`src/rtl/mac_accumulator.sv`:
```
// Multiply-accumulate back end: sums LEN products from the array multiplier into a
// saturating ACC_W-bit accumulator and hands the frame sum out over valid/ready.
module mac_accumulator #(
    parameter int unsigned N     = 8,
    parameter int unsigned M     = 8,
    parameter int unsigned ACC_W = 24,
    parameter int unsigned LEN   = 8
) (
    input  logic                         clk,
    input  logic                         rst_n,
    input  logic                         clr,
    input  logic                         in_valid,
    output logic                         in_ready,
    input  logic [N+M-1:0]               prod,
    input  logic                         sg,
    output logic                         out_valid,
    input  logic                         out_ready,
    output logic [ACC_W-1:0]             acc_out,
    output logic                         ovf,
    output logic [$clog2(LEN+1)-1:0]     cnt
);

    localparam int unsigned P_W   = N + M;
    localparam int unsigned CNT_W = $clog2(LEN + 1);
    localparam int unsigned EXT_W = ACC_W + 1;

    typedef enum logic {
        ACCUM = 1'b0,
        HOLD  = 1'b1
    } state_e;

    state_e             state_q;
    logic [ACC_W-1:0]   acc_q;
    logic [ACC_W-1:0]   acc_d;
    logic [CNT_W-1:0]   cnt_q;
    logic               ovf_q;
    logic               mode_q;
    logic               in_ready_q;
    logic               out_valid_q;

    logic               take_c;
    logic               mode_c;
    logic               clamp_c;
    logic [EXT_W-1:0]   acc_ext;
    logic [EXT_W-1:0]   prod_ext;
    logic [EXT_W-1:0]   sum_ext;

    // Extend, add one bit wider than the accumulator, then clamp to the mode's range.
    always_comb begin
        take_c   = in_valid && in_ready_q;
        mode_c   = (cnt_q == '0) ? sg : mode_q;
        acc_ext  = {1'b0, acc_q};
        prod_ext = {{(EXT_W-P_W){1'b0}}, prod};
        if (mode_c) begin
            acc_ext  = {acc_q[ACC_W-1], acc_q};
            prod_ext = {{(EXT_W-P_W){prod[P_W-1]}}, prod};
        end
        sum_ext = acc_ext + prod_ext;
        clamp_c = 1'b0;
        acc_d   = sum_ext[ACC_W-1:0];
        if (mode_c) begin
            if (sum_ext[ACC_W] != sum_ext[ACC_W-1]) begin
                clamp_c = 1'b1;
                acc_d   = sum_ext[ACC_W] ? {1'b1, {(ACC_W-1){1'b0}}}
                                         : {1'b0, {(ACC_W-1){1'b1}}};
            end
        end else if (sum_ext[ACC_W]) begin
            clamp_c = 1'b1;
            acc_d   = '1;
        end
    end

    // Frame FSM; handshake outputs are registered decodes of the next state.
    always_ff @(posedge clk) begin
        if (!rst_n) begin
            state_q     <= ACCUM;
            acc_q       <= '0;
            cnt_q       <= '0;
            ovf_q       <= 1'b0;
            mode_q      <= 1'b0;
            in_ready_q  <= 1'b0;
            out_valid_q <= 1'b0;
        end else if (clr) begin
            state_q     <= ACCUM;
            acc_q       <= '0;
            cnt_q       <= '0;
            ovf_q       <= 1'b0;
            mode_q      <= 1'b0;
            in_ready_q  <= 1'b1;
            out_valid_q <= 1'b0;
        end else begin
            case (state_q)
                ACCUM: begin
                    in_ready_q <= 1'b1;
                    if (take_c) begin
                        acc_q  <= acc_d;
                        cnt_q  <= cnt_q + CNT_W'(1);
                        ovf_q  <= ovf_q | clamp_c;
                        mode_q <= mode_c;
                        if (cnt_q == CNT_W'(LEN - 1)) begin
                            state_q     <= HOLD;
                            in_ready_q  <= 1'b0;
                            out_valid_q <= 1'b1;
                        end
                    end
                end
                HOLD: begin
                    if (out_ready) begin
                        state_q     <= ACCUM;
                        acc_q       <= '0;
                        cnt_q       <= '0;
                        ovf_q       <= 1'b0;
                        in_ready_q  <= 1'b1;
                        out_valid_q <= 1'b0;
                    end
                end
                default: begin
                    state_q <= ACCUM;
                end
            endcase
        end
    end

    assign in_ready  = in_ready_q;
    assign out_valid = out_valid_q;
    assign acc_out   = acc_q;
    assign ovf       = ovf_q;
    assign cnt       = cnt_q;

endmodule

```
`config.mk`:
```
export PLATFORM = sky130hd
export DESIGN_NAME = mac_accumulator
export DESIGN_NICKNAME = d
export VERILOG_FILES = /design/src/rtl/mac_accumulator.sv
export SDC_FILE = /design/constraint.sdc
export NUM_CORES = 1
export LEC_CHECK = 0
export ABC_AREA = 1
export BUFFER_PORTS_ARGS = -buffer_cell sky130_fd_sc_hd__buf_2
export CORE_ASPECT_RATIO = 1.2
export CORE_MARGIN = 8
export CORE_UTILIZATION = 53
export DETAILED_ROUTE_END_ITERATION = 16
export PLACE_DENSITY_LB_ADDON = 0.3
export SLEW_MARGIN = 0
export SYNTH_ARGS = -nofsm -noshare
export SYNTH_HDL_FRONTEND = slang
export SYNTH_SLANG_ARGS = --single-unit
```
`constraint.sdc`:
```
create_clock -name clk -period 4.4 [get_ports clk]
set_input_delay 0.22 -clock clk [delete_from_list [all_inputs] [get_ports clk]]
set_output_delay 0.22 -clock clk [all_outputs]
set_load 0.02 [all_outputs]
```
==> results.cfg <==
[worst_setup_path]
path_class = reg2reg
startpoint = cnt[0]$_SDFFE_PP0P_
reg2reg_from = cnt[0]$_SDFFE_PP0P_
cpLargestDelayFamily = simple AND/OR/NAND/NOR gates
r2r_end = acc_out[18]$_SDFFE_PP0P_
cp_max_fo = 17
r2r_cells = 20
crit_slowest_cell = nand2_1
crit_buf_inv = 3
max_stage_delay_ns = 0.46
worst-path-stages = 20
endpoint_kind = register
cp_data_arrival_time_ns = 3.95
cp_common_cell = nand2_1
cp.required_ns = 4.55
start_kind = register
crit_chain = inv_1, ha_1, nand2_2, nand2_2, nand3_4, inv_1, ha_1, nand3_2, nor2_4, nand3_4, nand3_1, and2_1, inv_1, ha_1, nand2_1, nand3_1, nand2_1, nand2_1, nand2_1, a21oi_2
rrSetupSlack_ns = 0.60

[drt]
wl_um = 7980
vias = 3216
drt_first_pass_iters = 4
wl_per_cell_um = 13.5
drc = 0
first_iter_violations = 193
via_per_inst = 5.42
detail-route-antenna-nets = 0

[clock_network]
ctsHoldBuffers = 0
cts-root-buf = clkbuf_8
clk_latency_ns = 0.29
clk_pin_slew_ns = 0.08
cts_tree = built
clock_sinks = 33
cts_setup_buffers = 0
htreeDepth = 2
cts_buffer_depth = 2
post_cts_resized = 0
cts_made_buffers = 5

[global_routing]
grt_overflow = 0
first_global_vias = 3032
grt_antenna_before_repair = 0
track_usage_pct = 18.9
grt_first_pass_wirelength_um = 13400
grt_max_degree = 28

[synth]
yosysWarningCount = 0
ys_seq_area_share_pct = 21.7
syn_area_um2 = 3040
synth_nets = 523
ys_seq_elements = 33
avgSynthCellArea_um2 = 6.33
synthDistinctLibCells = 42
netlist_instances = 480

[power_and_ir_drop]
total_power_w = 0.000800
p_leak_nw = 1.76
powerDensity_nw_per_um2 = 234
peakVddDrop_v = 0.000118

[layout]
utilization_pct = 61.1
nets = 571
drive_gt1_share_pct = 17.4
stdcell_count = 593
area_growth_pct = 12.5
antenna_cells = 0

[sta]
max_slew_margin_pct = 35.6
rsz0062_at_grt = no
finalSetupViolCount = 0
fin_tns_setup_ns = 0
tightest_slew_ns = 0.961
fin_crit_ns = 3.80
timing.final.crit_share_pct = 86.3
hold_viol = 0
max_freq_mhz = 263
report.final.slew_viol_count = 0
skew_ns = 0.00588

[placement]
routabilityCongestion = 0.870
dpl.hpwl_um = 6040
numPortBuffers = 52
dp.cells = 585

[min_path]
hold_start = rst_n
hp-class = in2reg
min_path_cells = 3
whs_endpoint = in_ready$_SDFFE_PN0P_

[floorplanning]
fp.dieW_um = 85.1
initial_utilization_pct = 54.3
die-height_um = 99.0
core_um2 = 5590
dieArea_um2 = 8420
rows = 30
ios = 53

[run_status]
outcome = finished clean

[job]
maxCapViolations = 0
## stage by stage
| stage | area (µm²) | hold slack [ns] | setup WS [ns] |
|---|---|---|---|
| floorplan | 3040 | 0.352 | 0.878 |
| global placement | 3330 | 0.467 | 0.764 |
| detailed placement | 3330 | 0.477 | 0.624 |
| CTS | 3420 | 0.174 | 0.608 |
| global route | 3420 | 0.174 | 0.289 |
| finish | 3420 | 0.177 | 0.603 |
## synthesized netlist by cell type, drive strengths merged
library cell	n	share of area, %
nand2	167	21
inv	56	6.9
a21oi	48	9.4
nand3	35	7.1
dfxtp	33	22
nor2	23	3.6
ha	20	8.2
o21ai	20	3.3
nand4	14	3.1
xnor2	9	2.6
xor2	9	2.6
clkbuf	7	0.86
nand3b	7	1.7
buf	6	1.3
nor3	4	0.66
a31oi	3	0.62
a41oi	3	0.86
o211ai	2	0.49
or2	2	0.41
a21o	1	0.25
and2	1	0.21
and3	1	0.21
clkinv	1	0.12
fa	1	0.66
nand2b	1	0.21
nor4	1	0.21
o21a	1	0.25
o21bai	1	0.25
o22ai	1	0.21
o31ai	1	0.25
o41ai	1	0.29
## flip-flops by register name, summed over array words and instances, names as in the netlist
| register | count |
|---|---|
| cnt | 4 |
| out_valid | 1 |
| acc_out | 24 |
| mode_q | 1 |
| ovf | 1 |
| state_q | 1 |
| in_ready | 1 |
## cell type report
type	count	area [µm²]
Clock buffer	5	68.8
Clock inverter	3	22.5
Fill cell	573	2170
Inverter	57	214
Multi-Input combinational cell	377	2100
Sequential cell	33	661
Tap cell	64	80.1
Timing Repair Buffer	54	275
## layout by cell type (no fill, tap or decap), types with 2 or more instances in the layout
| cell type | Yosys | layout |
|---|---|---|
| a41oi_1 | 3 | 3 |
| nor2_1 | 20 | 20 |
| nor2_4 | 3 | 3 |
| nor3_1 | 4 | 4 |
| buf_4 | 0 | 2 |
| nand3b_1 | 7 | 7 |
| a21oi_2 | 9 | 9 |
| nand4_1 | 13 | 13 |
| inv_1 | 56 | 56 |
| ha_1 | 20 | 20 |
| clkinvlp_4 | 0 | 3 |
| o211ai_1 | 2 | 2 |
| nand3_4 | 2 | 2 |
| a31oi_1 | 3 | 3 |
| o21ai_0 | 19 | 19 |
| a21oi_1 | 38 | 38 |
| buf_2 | 2 | 52 |
| nand2_1 | 157 | 157 |
| nand2_2 | 10 | 10 |
| nand3_1 | 30 | 30 |
| xor2_1 | 9 | 9 |
| dfxtp_1 | 33 | 33 |
| clkbuf_8 | 0 | 5 |
| xnor2_1 | 9 | 9 |
| nand3_2 | 3 | 3 |
## worst min-delay path, stage by stage
cell and delay, ns:
buf_2 0.10, inv_1 0.07, a31oi_1 0.04
## layer usage
metal | track usage (%) | part of all wire [%]
met1 | 21.6 | 44
met2 | 34.6 | 49
met3 | 3.75 | 5.9
met4 | 4.67 | 1.1
met5 | 0 | 0
## worst max-delay path by stage
stage                                    end
floorplan           acc_out[15]$_SDFFE_PP0P_
global placement    acc_out[18]$_SDFFE_PP0P_
detailed placement  acc_out[18]$_SDFFE_PP0P_
CTS                 acc_out[18]$_SDFFE_PP0P_
global route        acc_out[15]$_SDFFE_PP0P_
finish              acc_out[18]$_SDFFE_PP0P_
## where the power goes
part / total (W) / leakage, nW / switching [W] / internal (W)
registers: 0.000314 / 0.268 / 0.00000730 / 0.000307
logic: 0.000246 / 1.46 / 0.000157 / 0.0000888
clock network: 0.000240 / 0.0364 / 0.000129 / 0.000111
## kinds of logic after synthesis
family | count (synthesis) | share of synthesized area [%]
buffers and inverters | 70 | 9.22
xor gates and xnor gates | 18 | 5.19
AOI/OAI and AO/OA | 82 | 16.1
and+or+nand+nor | 256 | 38.8
adders and majority gates | 21 | 8.89
DFF | 33 | 21.7
No activity file was read; power rests on OpenSTA's default activity.
